File: src/rtl/ctrl_poll_scheduler.sv
// ctrl_poll_scheduler
// Once per video frame, latches both game pads, clocks 16 bits out of the
// shared serial bus, and samples the NES and SNES data lines in parallel.
// A sticky arbiter picks which pad owns the game inputs, and the owner's
// decoded 12-button report is published with a one-cycle poll_valid pulse.
//
// Timing, where a frame_tick high in cycle 0 starts the poll:
//   cycles 1 .. L                  ctrl_latch high
//   next 32*H cycles               16 x (H cycles clk low, H cycles clk high)
//   cycle  L + 32*H + 1            DONE: poll_valid high, new report visible
module ctrl_poll_scheduler #(
    parameter int LATCH_CYCLES = 300,
    parameter int HALF_CYCLES  = 150
) (
    input  logic        clk,
    input  logic        reset,
    input  logic        frame_tick,
    input  logic        nes_data,
    input  logic        snes_data,
    output logic        ctrl_latch,
    output logic        ctrl_clk,
    output logic [11:0] buttons,
    output logic        owner,
    output logic        poll_valid,
    output logic        busy,
    output logic        overrun
);

    // One phase counter serves both the latch phase and each clock half.
    localparam int MAX_CYCLES = (LATCH_CYCLES > HALF_CYCLES) ? LATCH_CYCLES : HALF_CYCLES;
    localparam int CNT_W      = (MAX_CYCLES > 1) ? $clog2(MAX_CYCLES) : 1;

    localparam logic [CNT_W-1:0] LATCH_LAST = CNT_W'(LATCH_CYCLES - 1);
    localparam logic [CNT_W-1:0] HALF_LAST  = CNT_W'(HALF_CYCLES - 1);
    localparam logic [3:0]       LAST_BIT   = 4'd15;

    typedef enum logic [2:0] {
        S_IDLE,
        S_LATCH,
        S_CLK_LO,
        S_CLK_HI,
        S_DONE
    } state_t;

    state_t           r_state;
    state_t           w_next_state;

    logic [CNT_W-1:0] r_cnt;
    logic [3:0]       r_bit;
    logic [15:0]      r_nes_sr;
    logic [15:0]      r_snes_sr;
    logic [11:0]      r_buttons;
    logic             r_owner;
    logic             r_overrun;

    // Decoded-from-state controls produced by the FSM.
    logic             w_latch;
    logic             w_clk;
    logic             w_busy;
    logic             w_poll_valid;
    logic             w_phase_end;
    logic             w_sample;
    logic             w_bit_inc;
    logic             w_publish;

    // Decode and arbitration results.
    logic [11:0]      w_nes_dec;
    logic [11:0]      w_snes_dec;
    logic             w_nes_any;
    logic             w_snes_any;
    logic             w_owner_next;
    logic             w_unused_bits;

    // State register; reset from any state returns to IDLE, aborting a poll.
    always_ff @(posedge clk) begin
        // NOTE: every sequential block uses non-blocking assignments so all
        // registers see pre-edge values, independent of block ordering.
        if (reset) begin
            r_state <= S_IDLE;
        end else begin
            r_state <= w_next_state;
        end
    end

    // Next-state logic and per-state control strobes.
    always_comb begin
        // NOTE: every output of this block gets a default before the case, so
        // no path leaves a signal unassigned and no latch is inferred.
        w_next_state = r_state;
        w_latch      = 1'b0;
        w_clk        = 1'b0;
        w_busy       = 1'b1;
        w_poll_valid = 1'b0;
        w_phase_end  = 1'b0;
        w_sample     = 1'b0;
        w_bit_inc    = 1'b0;
        w_publish    = 1'b0;

        case (r_state)
            S_IDLE: begin
                w_busy = 1'b0;
                if (frame_tick) begin
                    w_next_state = S_LATCH;
                end
            end

            S_LATCH: begin
                w_latch = 1'b1;
                if (r_cnt == LATCH_LAST) begin
                    w_phase_end  = 1'b1;
                    w_next_state = S_CLK_LO;
                end
            end

            S_CLK_LO: begin
                // Data is captured at the end of the low half, just before
                // the rising edge that advances the pads' shift registers.
                if (r_cnt == HALF_LAST) begin
                    w_phase_end  = 1'b1;
                    w_sample     = 1'b1;
                    w_next_state = S_CLK_HI;
                end
            end

            S_CLK_HI: begin
                w_clk = 1'b1;
                if (r_cnt == HALF_LAST) begin
                    w_phase_end = 1'b1;
                    if (r_bit == LAST_BIT) begin
                        w_publish    = 1'b1;
                        w_next_state = S_DONE;
                    end else begin
                        w_bit_inc    = 1'b1;
                        w_next_state = S_CLK_LO;
                    end
                end
            end

            S_DONE: begin
                w_poll_valid = 1'b1;
                w_next_state = S_IDLE;
            end

            default: begin
                w_next_state = S_IDLE;
            end
        endcase
    end

    // Phase counter: restarts at every phase boundary and rests at zero
    // outside the timed phases.
    always_ff @(posedge clk) begin
        if (reset) begin
            r_cnt <= '0;
        end else if (w_phase_end || (r_state == S_IDLE) || (r_state == S_DONE)) begin
            r_cnt <= '0;
        end else begin
            r_cnt <= r_cnt + 1'b1;
        end
    end

    // Bit index: cleared during the latch phase so the first clock is k=0;
    // only advanced after a non-final bit, so it never wraps past 15.
    always_ff @(posedge clk) begin
        if (reset) begin
            r_bit <= '0;
        end else if (r_state == S_LATCH) begin
            r_bit <= '0;
        end else if (w_bit_inc) begin
            r_bit <= r_bit + 1'b1;
        end
    end

    // Sample both serial lines into bit k of their shift registers.
    always_ff @(posedge clk) begin
        // NOTE: these capture registers are reset too; they feed the
        // published report, so they must never carry power-up garbage.
        if (reset) begin
            r_nes_sr  <= '0;
            r_snes_sr <= '0;
        end else if (w_sample) begin
            r_nes_sr[r_bit]  <= nes_data;
            r_snes_sr[r_bit] <= snes_data;
        end
    end

    // Decode active-low samples into the common 12-button layout and decide
    // the owner. NES order is A,B,Select,Start,Up,Down,Left,Right; it has no
    // Y/X/L/R. SNES order already matches the report layout.
    always_comb begin
        w_nes_dec     = '0;
        w_nes_dec[8]  = ~r_nes_sr[0];
        w_nes_dec[0]  = ~r_nes_sr[1];
        w_nes_dec[2]  = ~r_nes_sr[2];
        w_nes_dec[3]  = ~r_nes_sr[3];
        w_nes_dec[4]  = ~r_nes_sr[4];
        w_nes_dec[5]  = ~r_nes_sr[5];
        w_nes_dec[6]  = ~r_nes_sr[6];
        w_nes_dec[7]  = ~r_nes_sr[7];

        w_snes_dec    = ~r_snes_sr[11:0];

        w_nes_any     = |w_nes_dec;
        w_snes_any    = |w_snes_dec;

        // Ownership is sticky: it only moves when exactly one pad is active.
        w_owner_next  = r_owner;
        if (w_nes_any && !w_snes_any) begin
            w_owner_next = 1'b0;
        end else if (w_snes_any && !w_nes_any) begin
            w_owner_next = 1'b1;
        end
    end

    // Trailing bits are clocked out of the pads but carry no buttons.
    assign w_unused_bits = ^{r_nes_sr[15:8], r_snes_sr[15:12]};

    // Publish the report on the edge entering DONE, so it is visible in the
    // same cycle as poll_valid. A zero report is still published.
    always_ff @(posedge clk) begin
        if (reset) begin
            r_owner   <= 1'b0;
            r_buttons <= '0;
        end else if (w_publish) begin
            r_owner   <= w_owner_next;
            r_buttons <= w_owner_next ? w_snes_dec : w_nes_dec;
        end
    end

    // Flag a frame_tick that lands while a poll is in progress (DONE included).
    always_ff @(posedge clk) begin
        if (reset) begin
            r_overrun <= 1'b0;
        end else begin
            r_overrun <= frame_tick && w_busy;
        end
    end

    assign ctrl_latch = w_latch;
    assign ctrl_clk   = w_clk;
    assign busy       = w_busy;
    assign poll_valid = w_poll_valid;
    assign buttons    = r_buttons;
    assign owner      = r_owner;
    assign overrun    = r_overrun;

endmodule

File: config.mk
export PLATFORM = sky130hd
export DESIGN_NAME = ctrl_poll_scheduler
export DESIGN_NICKNAME = d
export VERILOG_FILES = /design/src/rtl/ctrl_poll_scheduler.sv
export SDC_FILE = /design/constraint.sdc
export NUM_CORES = 1
export LEC_CHECK = 0
export CORE_UTILIZATION = 50
export CTS_CLUSTER_DIAMETER = 80
export DETAILED_ROUTE_END_ITERATION = 10
export PLACE_DENSITY = 0.76
export SLEW_MARGIN = 20
export SYNTH_ARGS = -nofsm -noshare
export SYNTH_HDL_FRONTEND = slang
export SYNTH_SLANG_ARGS = --single-unit
File: constraint.sdc
create_clock -name clk -period 2.3 [get_ports clk]
set_input_delay 0.575 -clock clk [delete_from_list [all_inputs] [get_ports clk]]
set_output_delay 0.575 -clock clk [all_outputs]
set_load 0.01 [all_outputs]
Yosys cells after proc, flatten, opt, wreduce, memory -nomap -nowiden
Cells that the tools add are included. W data, S select, Z words.

Register bits after elaboration: 62.

Magnitude comparators: 2. Multiplexer cells: 27. Bitwise logic cells: 9. Add/sub/neg operators: 2. Reduce and logical (&&, ||, !) cells: 15. Equality and inequality tests: 11.

Operators by type and width (number): $bwmux W16 (2); $mux W1 (16); $mux W3 (5); $mux W12 (1); $not A12 Y12 (1); $pmux W3 S4 (1); $reduce_or A12 Y1 (1); $add A9 B1 Y9 const B (1); $eq A9 B8 Y1 const B (1); $eq A9 B9 Y1 const B (1); $ne A2 B2 Y1 const B (4); $not A1 Y1 (8); $reduce_or A8 Y1 (1); $eq A3 B2 Y1 const B (2); $reduce_or A2 Y1 (3); $lt A4 B5 Y1 const B (1); $add A4 B1 Y4 const B (1); $demux W1 S4 (1); $eq A4 B4 Y1 const B (1); $ge A4 B1 Y1 const B (1); $logic_and A1 B1 Y1 (4); $reduce_and A4 Y1 (1); $eq A3 B1 Y1 const B (1); $eq A3 B3 Y1 const B (1); other kinds (4) (6).

Logic depth before layout (Yosys ltp)
Gate-level depths: netlist of run 1.

Word-level depth: 7. Mapped depth: 8. Gate-level depth less buffers: 6.

Worst setup path after synthesis of run 1
No wires, ideal clock.

Kind: register to register. Start point: reg r_cnt[1]. End point: reg r_bit[2]. Data arrival time: 1501 ps. Path buffers: 1. Setup time: 121 ps. Stages on the path, launching flop included: 8. Required time: 2179 ps. Path slack: 679 ps. Cell sequence: dfxtp_1 > inv_1 > ha_1 > and4bb_1 > buf_4 > and3_1 > nand3_1 > mux2_2.

Longest elaborated chain between the ends: 3.

Ends and longest elaborated chain: start, declared (line 48) `logic [CNT_W-1:0] r_cnt;`; start signal, assigned (line 158) `r_cnt <= r_cnt + 1'b1;`; $eq A9 B8 Y1 (line 127) `if (r_cnt == HALF_LAST) begin`; $mux W1 (line 127); $mux W1 (line 99) `case (r_state)`; end signal, assigned (line 170) `r_bit <= r_bit + 1'b1;`; end, declared (line 49) `logic [3:0] r_bit;`.

No other way between the ends. A chain may end at the register's enable or synchronous reset.

Worst setup path after layout of run 1
Start point: reg r_state[0]. End point: out ctrl_latch.

Longest elaborated chain between the ends: 2.

Ends and longest elaborated chain: start, declared (line 45) `state_t r_state;`; start signal, assigned (line 81) `r_state <= w_next_state;`; $eq A3 B1 Y1 (line 99); $mux W1 (line 99); end, declared (line 20) `output logic ctrl_latch,`.

No other way between the ends.

==> qor.txt, run 1 <==
mux contribution to synthesized area: 0.03736
Tcrit/Tclk final: 0.9829
Worst Skew: 0.004500 ns
synthesized area: 2445 um2
max-slew violation count: 0
pin count of the biggest net entering global routing: 45
Worst Path Required: 1.73 ns
Worst Max-Slew Pin Slew: 0.7014 ns
Seq/Total Area, Yosys: 0.4094
Slew HR: 0.5307
area share of xor/xnor cells in the synthesized design: 0.02508
first-pass GRT wire length: 8859 um
layout cells sized above 1: 0.08503
cell area power density: 513.4 nW/um2
WS Path Type: flop to output port
Final GP Congestion: 0.8066
Layout Utilization: 0.5894
Compound-Gate Fraction of Synth Area: 0.1586
DP Cell Count: 353
Routed Antenna Nets: 0
number of max-cap violations: 0
RSZ-0062 raised after global routing: false
Setup Viol. Count Final: 0
CTS Buffer Depth: 2
Ys Warns: 0
CP Max Fanout: 12
Critical-path top delay cell: clkdlybuf4s50_1
Die H: 71.93 um
fraction of the mapped netlist area in simple logic gates: 0.2636
Setup crit start kind: flop
post-synthesis cell count: 278
clk_lat worst skew: 0.30 ns
syn avg cell area: 8.794 um2
Final min period: 2.261 ns
initial antenna violation count: 0
worst IR drop on VDD: 0.3384 mV
reg2reg end: buttons[4]$_SDFFE_PP0P_
ys async rst share: 0
final non-filler cell total: 361
CP peak stage delay: 0.60 ns
area delta synth->final: 13.87%
I/O pin count: 23
reg2reg start: r_cnt[0]$_SDFF_PP0_
# fillers: 444
Final #Nets: 304
share of the synthesized area in the top cell type: 0.4094
Worst Setup End Kind: output port
top cells by area, synth: dfxtp_1, nor2_1, nand4_1, inv_1, a311o_1
DIE AREA: 5173 um2
Hold Crit Depth: 1
wire per inst: 13.96 um
most common cell in the synthesized netlist: dfxtp_1
Static Leak: 0.9758 nW
Total Routing Usage GR: 0.2169
Final Hold Viols: 0
Netlist cell types: 46
CTS tree: built
input/output buffers: 22
drt first pass iters: 4
largest family of logic cells by synthesized area: simple AND/OR/NAND/NOR gates
hold_ws: 0.4804 ns
Die W: 71.93 um
total grt overflow: 0
min-delay worst type: flop to flop
Num CTS Buffers: 5
CP Data Arrival Time: 1.69 ns
Ant. Diodes: 0
most frequent cells after synthesis: dfxtp_1, nor2_1, inv_1
post-route setup TNS: 0 ns
Synth Area in Adders: 0.03071
worst reg2reg path depth: 5
clock-pin transition on the worst setup and hold timing paths: 0.09 ns
DR iter-0 viols: 133
dominant synthesized flop cell: dfxtp_1
H-tree lvl count: 2
vias in the first global route: 1958
WHS Endpoint: buttons[1]$_SDFFE_PP0P_
Clock Sinks: 50
CP cell instances: nor3b_1 -> clkdlybuf4s50_1
Core ar.: 4723 um2
Clock Tree Root: clkbuf_8
Starting Density: 0.5176
Hold Startpoint: r_snes_sr[1]$_SDFFE_PP0P_
total power: 0.001429 W
Fmax: 0.4424 GHz
total wire length: 5039 um
Post-CTS Setup Inserts: 0
DR DRC count: 0
detailed-route via count: 2074
number of synthesized flops with an enable pin: 0
status: complete, no violations
Seq cells post-synth: 50
largest area contributor in the netlist: dfxtp_1
minimum setup slack among reg-to-reg paths: 0.36 ns
DP Wirelength: 3581 um
Mapped Nets: 289
via density per instance: 5.745
# rows: 25
[worst max-delay path: cells and delay by family (launching register included)]
| kind | cells | cell delay [ns] |
|---|---|---|
| buf+inv | 1 | 0.60 |
| flops | 1 | 0.44 |
| simple gates | 1 | 0.34 |
[sequential cells by signal (all words and copies together), names as in the netlist]
signal and cells:
buttons 12, r_snes_sr 12, r_cnt 9, r_nes_sr 8
r_bit 4, r_state 3, overrun 1, owner 1
[power breakdown]
group          switching, W  leakage [nW]  internal (W)
Combinational     0.0000317         0.526     0.0000241
Clock              0.000285        0.0452      0.000215
Sequential       0.00000538         0.404      0.000868
Total              0.000322         0.976       0.00111
[worst max path at each step]
stage / startpoint / depth (start not counted) / slack [ns] / to
floorplan: r_cnt[1]$_SDFF_PP0_ / 7 / 0.68 / r_bit[2]$_SDFFE_PP0P_
global placement: r_state[0]$_SDFFE_PP0P_ / 2 / 0.33 / ctrl_latch
detailed placement: r_state[0]$_SDFFE_PP0P_ / 2 / 0.28 / ctrl_latch
CTS: r_state[2]$_SDFFE_PP0P_ / 3 / 0.04 / ctrl_clk
global route: r_state[0]$_SDFFE_PP0P_ / 2 / 0.002 / ctrl_latch
finish: r_state[0]$_SDFFE_PP0P_ / 2 / 0.04 / ctrl_latch
[per-stage QoR]
step	area [um2]	setup slack, ns
after global placement	2694	0.3252
after floorplan	2445	0.6787
after CTS	2781	0.03682
final	2784	0.03940
after global routing	2784	0.002378
after detailed placement	2694	0.2819
[per-layer routing]
layer  part of all wire  GRT usage  wire length [um]  vias to the layer above
li1                   -          -                 -                     1032
met1               0.48     0.2909              2427                      982
met2               0.46     0.3512              2293                       56
met3              0.054    0.04167               272                        4
met4             0.0091    0.07625                46                        0
met5                  0          0                 0                        -
[placed cells by master (no fill, tap or decap), types with 2 or more instances in the layout]
master / count
clkbuf_8: 5
a311o_1: 8
buf_4: 2
or3_1: 3
ha_1: 6
dfxtp_2: 3
and3_1: 4
nand4_1: 17
o21ai_0: 12
xor2_1: 6
nor3_1: 9
a31o_2: 4
nand3b_1: 4
nand3_1: 12
o41ai_1: 4
nor2_1: 34
mux2i_1: 8
clkdlybuf4s50_1: 22
nand2b_1: 2
inv_1: 25
dfxtp_1: 47
a21oi_1: 10
and3b_1: 2
nand2_1: 3
nor3b_1: 5
a221oi_1: 8
and2_1: 4
and4_1: 3
[cell families after synthesis]
logic type,count (synthesis)
DFF,50
xor gates and xnor gates,7
buffers and inverters,42
adders and majority gates,6
AOI/OAI and AO/OA,53
muxes,9
and+or+nand+nor,111
[what timing repair did]
action                     4_1_cts  5_1_grt
pin swaps                        0        0
hold buffers                     0        0
setup endpoints to repair        1        1
gates resized for setup          1        2
cloned                           0        0
[area by class of cell]
| type | instances | area [um2] | share of cell area |
|---|---|---|---|
| inverter | 25 | 93.84 | 0.03371 |
| tap | 67 | 83.83 | 0.03011 |
| clock inverter | 2 | 13.76 | 0.004944 |
| multi-input combinational | 186 | 1260 | 0.4526 |
| timing repair buffer | 25 | 255.2 | 0.09169 |
| clock buffer | 6 | 72.57 | 0.02607 |
| sequential | 50 | 1005 | 0.3609 |
(Power assumes the default switching activity.)
==> inputs of run 2 (changes only) <==
--- a/config.mk
+++ b/config.mk
@@ -5,6 +5,8 @@
 export SDC_FILE = /design/constraint.sdc
 export NUM_CORES = 1
 export LEC_CHECK = 0
+export ABC_AREA = 1
+export CORE_MARGIN = 10
 export CORE_UTILIZATION = 50
 export CTS_CLUSTER_DIAMETER = 80
 export DETAILED_ROUTE_END_ITERATION = 10
==> qor.txt, run 2 <==
status: complete, no violations
DP Wirelength: 3778 um
register area: 1001 um2
pin count of the biggest net entering global routing: 24
Worst Max-Slew Pin Slew: 0.6168 ns
CP Max Fanout: 5
most frequent cells after synthesis: nand2_1, nor2_1, dfxtp_1
detailed-route via count: 2213
# fillers: 465
CTS Buffer Depth: 2
layout cells sized above 1: 0.06122
drt first pass iters: 4
share of the synthesized area in the top cell type: 0.4044
reg2reg start: r_cnt[0]$_SDFF_PP0_
DRT met1 WL: 2386 um
Netlist cell types: 23
Final #Nets: 402
first-pass GRT wire length: 9308 um
DR DRC count: 0
DR iter-0 viols: 117
CTS tree: built
Core ar.: 4755 um2
Tcrit/Tclk final: 0.9602
Total Routing Usage GR: 0.1333
total wire length: 5184 um
via density per instance: 4.821
Fmax: 0.4528 GHz
Hold Startpoint: buttons[11]$_SDFFE_PP0P_
clock-pin transition on the worst setup and hold timing paths: 0.09 ns
CP Data Arrival Time: 1.63 ns
DIE AREA: 8164 um2
worst reg2reg path depth: 9
commonest non-fill, non-tap cells in the layout: nand2_1, nor2_1, dfxtp_1
Setup Viol. Count Final: 0
area delta synth->final: 15.42%
clk_lat worst skew: 0.30 ns
Seq cells post-synth: 50
Clock Tree Root: clkbuf_8
wire per inst: 11.29 um
reg2reg end: r_snes_sr[3]$_SDFFE_PP0P_
dominant synthesized flop cell: dfxtp_1
top cells by area, synth: dfxtp_1, nand2_1, nor2_1, inv_1, nand3_1
initial antenna violation count: 0
Setup crit start kind: flop
DP Cell Count: 451
Ys Warns: 0
Num CTS Buffers: 5
syn avg cell area: 6.671 um2
number of max-cap violations: 0
Clock Sinks: 50
Post-CTS Hold Buffers: 0
Starting Density: 0.5205
largest area contributor in the netlist: dfxtp_1
WHS Endpoint: buttons[11]$_SDFFE_PP0P_
WS Path Type: flop to output port
most common cell in the synthesized netlist: nand2_1
vias in the first global route: 2120
met3 wire length: 380 um
Final min period: 2.208 ns
Hold Crit Depth: 2
Ant. Diodes: 0
total grt overflow: 0
Worst Skew: 0.004494 ns
uppermost routed layer: met4
cell area power density: 635.9 nW/um2
min-delay worst type: flop to flop
Finished Cell Area: 2856 um2
synthesized area: 2475 um2
commonest non-fill, non-tap cell in the layout: nand2_1
Final GP Congestion: 0.8140
ys async rst share: 0
Final Hold Viols: 0
final non-filler cell total: 459
Worst Setup End Kind: output port
Mapped Nets: 382
H-tree lvl count: 2
RSZ-0062 raised after global routing: true
Static Leak: 1.154 nW
Routed Antenna Nets: 0
I/O pin count: 23
Die H: 90.36 um
worst IR drop on VDD: 0.5348 mV
hold_ws: 0.4680 ns
Seq/Total Area, Yosys: 0.4044
# rows: 25
Die W: 90.36 um
max-slew violation count: 0
Slew HR: 0.5878
Cell Area, Placed: 2750 um2
minimum setup slack among reg-to-reg paths: 0.34 ns
met2 wire length: 2335 um
input/output buffers: 22
Worst Path Required: 1.73 ns
area of the multi-input gates: 1245 um2
number of synthesized flops with an enable pin: 0
post-synthesis cell count: 371
run 2: metrics by stage:
step           setup slack (ns)    util  setup TNS (ns)  total power [W]
2_1_floorplan            0.7574       -               0         0.001122
3_3_place_gp             0.3865  0.5784               0         0.001227
3_5_place_dp             0.3502  0.5784               0         0.001232
4_1_cts                 0.08443  0.6008               0         0.001836
5_1_grt                -0.03135  0.6008        -0.05616         0.001923
6_report                0.09155  0.6008               0         0.001816
run 2: final cells by class:
type	instances	area share
clock buffer	7	0.02672
multi-input combinational	265	0.4358
clock inverter	1	0.01051
timing repair buffer	25	0.08936
tap	67	0.02935
inverter	44	0.05782
sequential	50	0.3504
run 2: cells by family after synthesis:
family / count (synthesis) / share of synthesized area
compound gates: 28 / 0.05662
xor+xnor: 7 / 0.02477
fa+ha+maj: 6 / 0.03033
buf+inv: 56 / 0.09252
flops: 50 / 0.4044
simple gates: 224 / 0.3913
run 2: worst max-delay path: stages (launching register included):
cell,delay (ns)
dfxtp_1,0.37
nand2_1,0.08
nor2_1,0.27
clkdlybuf4s50_1,0.61
run 2: worst max-delay path by stage:
| stage | start | end | slack [ns] | cells past startpoint |
|---|---|---|---|---|
| final | r_state[0]$_SDFFE_PP0P_ | ctrl_latch | 0.09 | 3 |
| after global routing | r_state[0]$_SDFFE_PP0P_ | ctrl_clk | -0.03 | 3 |
| after CTS | r_state[0]$_SDFFE_PP0P_ | ctrl_latch | 0.08 | 3 |
| after detailed placement | r_cnt[0]$_SDFF_PP0_ | r_nes_sr[3]$_SDFFE_PP0P_ | 0.35 | 8 |
| after global placement | reset | r_cnt[3]$_SDFF_PP0_ | 0.39 | 4 |
| after floorplan | r_cnt[0]$_SDFF_PP0_ | buttons[7]$_SDFFE_PP0P_ | 0.76 | 9 |
run 2: where the power goes:
part           internal (W)  total [W]  leakage [nW]  switching, W
clock network      0.000326   0.000603        0.0524      0.000278
logic              0.000110   0.000296         0.698      0.000185
registers          0.000892   0.000918         0.403     0.0000256
total               0.00133    0.00182          1.15      0.000488
run 2: per-layer routing:
metal / GRT usage / up-vias
met1: 0.1530 / 967
li1: - / 1186
met4: 0.04642 / 0
met5: 0 / -
met3: 0.04655 / 9
met2: 0.2240 / 51
run 2: what timing repair did:
item                       CTS  global route
setup buffers                0             0
gates resized for setup      0             0
setup endpoints to repair    0             2
==> inputs of run 3 (changes only) <==
--- a/config.mk
+++ b/config.mk
@@ -6,10 +6,12 @@
 export NUM_CORES = 1
 export LEC_CHECK = 0
 export ABC_AREA = 1
-export CORE_MARGIN = 10
+export CORE_MARGIN = 2
 export CORE_UTILIZATION = 50
 export CTS_CLUSTER_DIAMETER = 80
+export CTS_CLUSTER_SIZE = 20
 export DETAILED_ROUTE_END_ITERATION = 10
+export MAX_ROUTING_LAYER = met4
 export PLACE_DENSITY = 0.76
 export SLEW_MARGIN = 20
 export SYNTH_ARGS = -nofsm -noshare
==> qor.txt, run 3 (same netlist as run 2, synthesis figures left out) <==
P_sw: 0.0005009 W
Setup crit start kind: flop
Die H: 74.36 um
area delta synth->final: 15.07%
Clock Sinks: 50
CP peak stage delay: 0.60 ns
wire per inst: 10.89 um
max-slew violation count: 0
Finished Cell Area: 2848 um2
total wire length: 5000 um
sw frac: 0.2742
pin count of the biggest net entering global routing: 28
min-delay worst type: flop to flop
Final Hold Viols: 0
CP Max Fanout: 5
post-route setup TNS: 0 ns
WS Path Type: flop to output port
layout cells sized above 1: 0.06378
worst reg2reg path depth: 9
Final #Nets: 402
combinational share of power: 0.162
Worst Setup End Kind: output port
WP buf/inv: 2
total power: 0.001827 W
H-tree lvl count: 2
Int Pwr: 0.001326 W
DP Wirelength: 3657 um
Crit path max-delay family: buffers and inverters
Starting Density: 0.5205
# rows: 25
area of the multi-input gates: 1245 um2
Total Routing Usage GR: 0.2002
total grt overflow: 0
Fmax: 0.4574 GHz
Worst Skew: 0.01427 ns
input/output buffers: 22
CTS Buffer Depth: 2
Die W: 74.36 um
Cell Area, Placed: 2738 um2
Hold Crit Depth: 2
Static Leak: 1.148 nW
cell area power density: 641.5 nW/um2
first-pass GRT wire length: 8424 um
DIE AREA: 5529 um2
Num CTS Buffers: 5
CP Data Arrival Time: 1.61 ns
register area: 1001 um2
clk_lat worst skew: 0.30 ns
Tcrit/Tclk final: 0.9505
RSZ-0062 raised after global routing: false
cells resized by post-CTS repair: 0
Worst Max-Slew Pin Slew: 0.6174 ns
Setup Viol. Count Final: 0
I/O pin count: 23
part of the power in registers: 0.502
status: complete, no violations
commonest non-fill, non-tap cell in the layout: nand2_1
Routed Antenna Nets: 0
drt first pass iters: 4
Clock Tree Root: clkbuf_8
clock share of power: 0.337
detailed-route via count: 2220
number of max-cap violations: 0
CP cell instances: inv_2 -> nand2_1 -> nor2_1 -> clkdlybuf4s50_1
Post-CTS Hold Buffers: 0
clock-pin transition on the worst setup and hold timing paths: 0.09 ns
commonest non-fill, non-tap cells in the layout: nand2_1, nor2_1, dfxtp_1
Post-CTS Setup Inserts: 0
# fillers: 455
Crit. path cell count: 4
worst IR drop on VDD: 0.5495 mV
Layout Utilization: 0.5989
CTS tree: built
Core ar.: 4755 um2
initial antenna violation count: 0
DR DRC count: 0
Critical-path top delay cell: clkdlybuf4s50_1
Final min period: 2.186 ns
Final GP Congestion: 0.8597
vias in the first global route: 1999
via density per instance: 4.837
Worst Path Required: 1.73 ns
Ant. Diodes: 0
DR iter-0 viols: 106
Slew HR: 0.5874
## run 3: cell types whose count changed in the layout (fill, tap and decap cells not counted)
cell	delta
buf_4	+1
clkinvlp_4	+1
buf_12	-1
clkbuf_1	-1
## run 3: layout make-up
| class | instances | area share |
|---|---|---|
| inverter | 44 | 0.05800 |
| clock inverter | 2 | 0.01318 |
| tap | 67 | 0.02944 |
| clock buffer | 6 | 0.02548 |
| timing repair buffer | 25 | 0.08524 |
| sequential | 50 | 0.3515 |
| multi-input combinational | 265 | 0.4372 |
## run 3: worst reg2reg max path, delay by kind of cell, from the launching register on
family,cells,cell delay [ns]
DFF,1,0.42
adders and majority gates,1,0.20
and+or+nand+nor,8,1.28
## run 3: per-layer routing
layer,global-route usage,routed length (um),up-vias
met5,-,0,-
met4,0.04762,49,0
met3,0.04472,205,7
met2,0.3313,2329,38
met1,0.2498,2415,985
li1,-,-,1190
## run 3: worst paths after layout
kind / slack, ns / endpoint / start
max: 0.11 / ctrl_latch / r_state[2]$_SDFFE_PP0P_
min: 0.47 / buttons[10]$_SDFFE_PP0P_ / buttons[10]$_SDFFE_PP0P_
max reg2reg: 0.35 / r_nes_sr[3]$_SDFFE_PP0P_ / r_cnt[0]$_SDFF_PP0_
min reg2reg: 0.47 / buttons[10]$_SDFFE_PP0P_ / buttons[10]$_SDFFE_PP0P_
## run 3: stage by stage
stage / cells / setup slack, ns / hold WS, ns
finish: 459 / 0.1138 / 0.4696
global route: 459 / 0.007019 / 0.5078
CTS: 459 / 0.09910 / 0.4709
detailed placement: 451 / 0.3603 / 0.4565
global placement: 451 / 0.4459 / 0.4525
floorplan: 371 / 0.7574 / 0.4530
## run 3: power groups by stage
stage | registers, W | logic (W) | clock network (W)
2_1_floorplan | 0.000933 | 0.000189 | 0
3_3_place_gp | 0.000933 | 0.000288 | 0
3_5_place_dp | 0.000936 | 0.000295 | 0
4_1_cts | 0.000916 | 0.000298 | 0.000627
5_1_grt | 0.000922 | 0.000335 | 0.000659
6_report | 0.000916 | 0.000295 | 0.000615
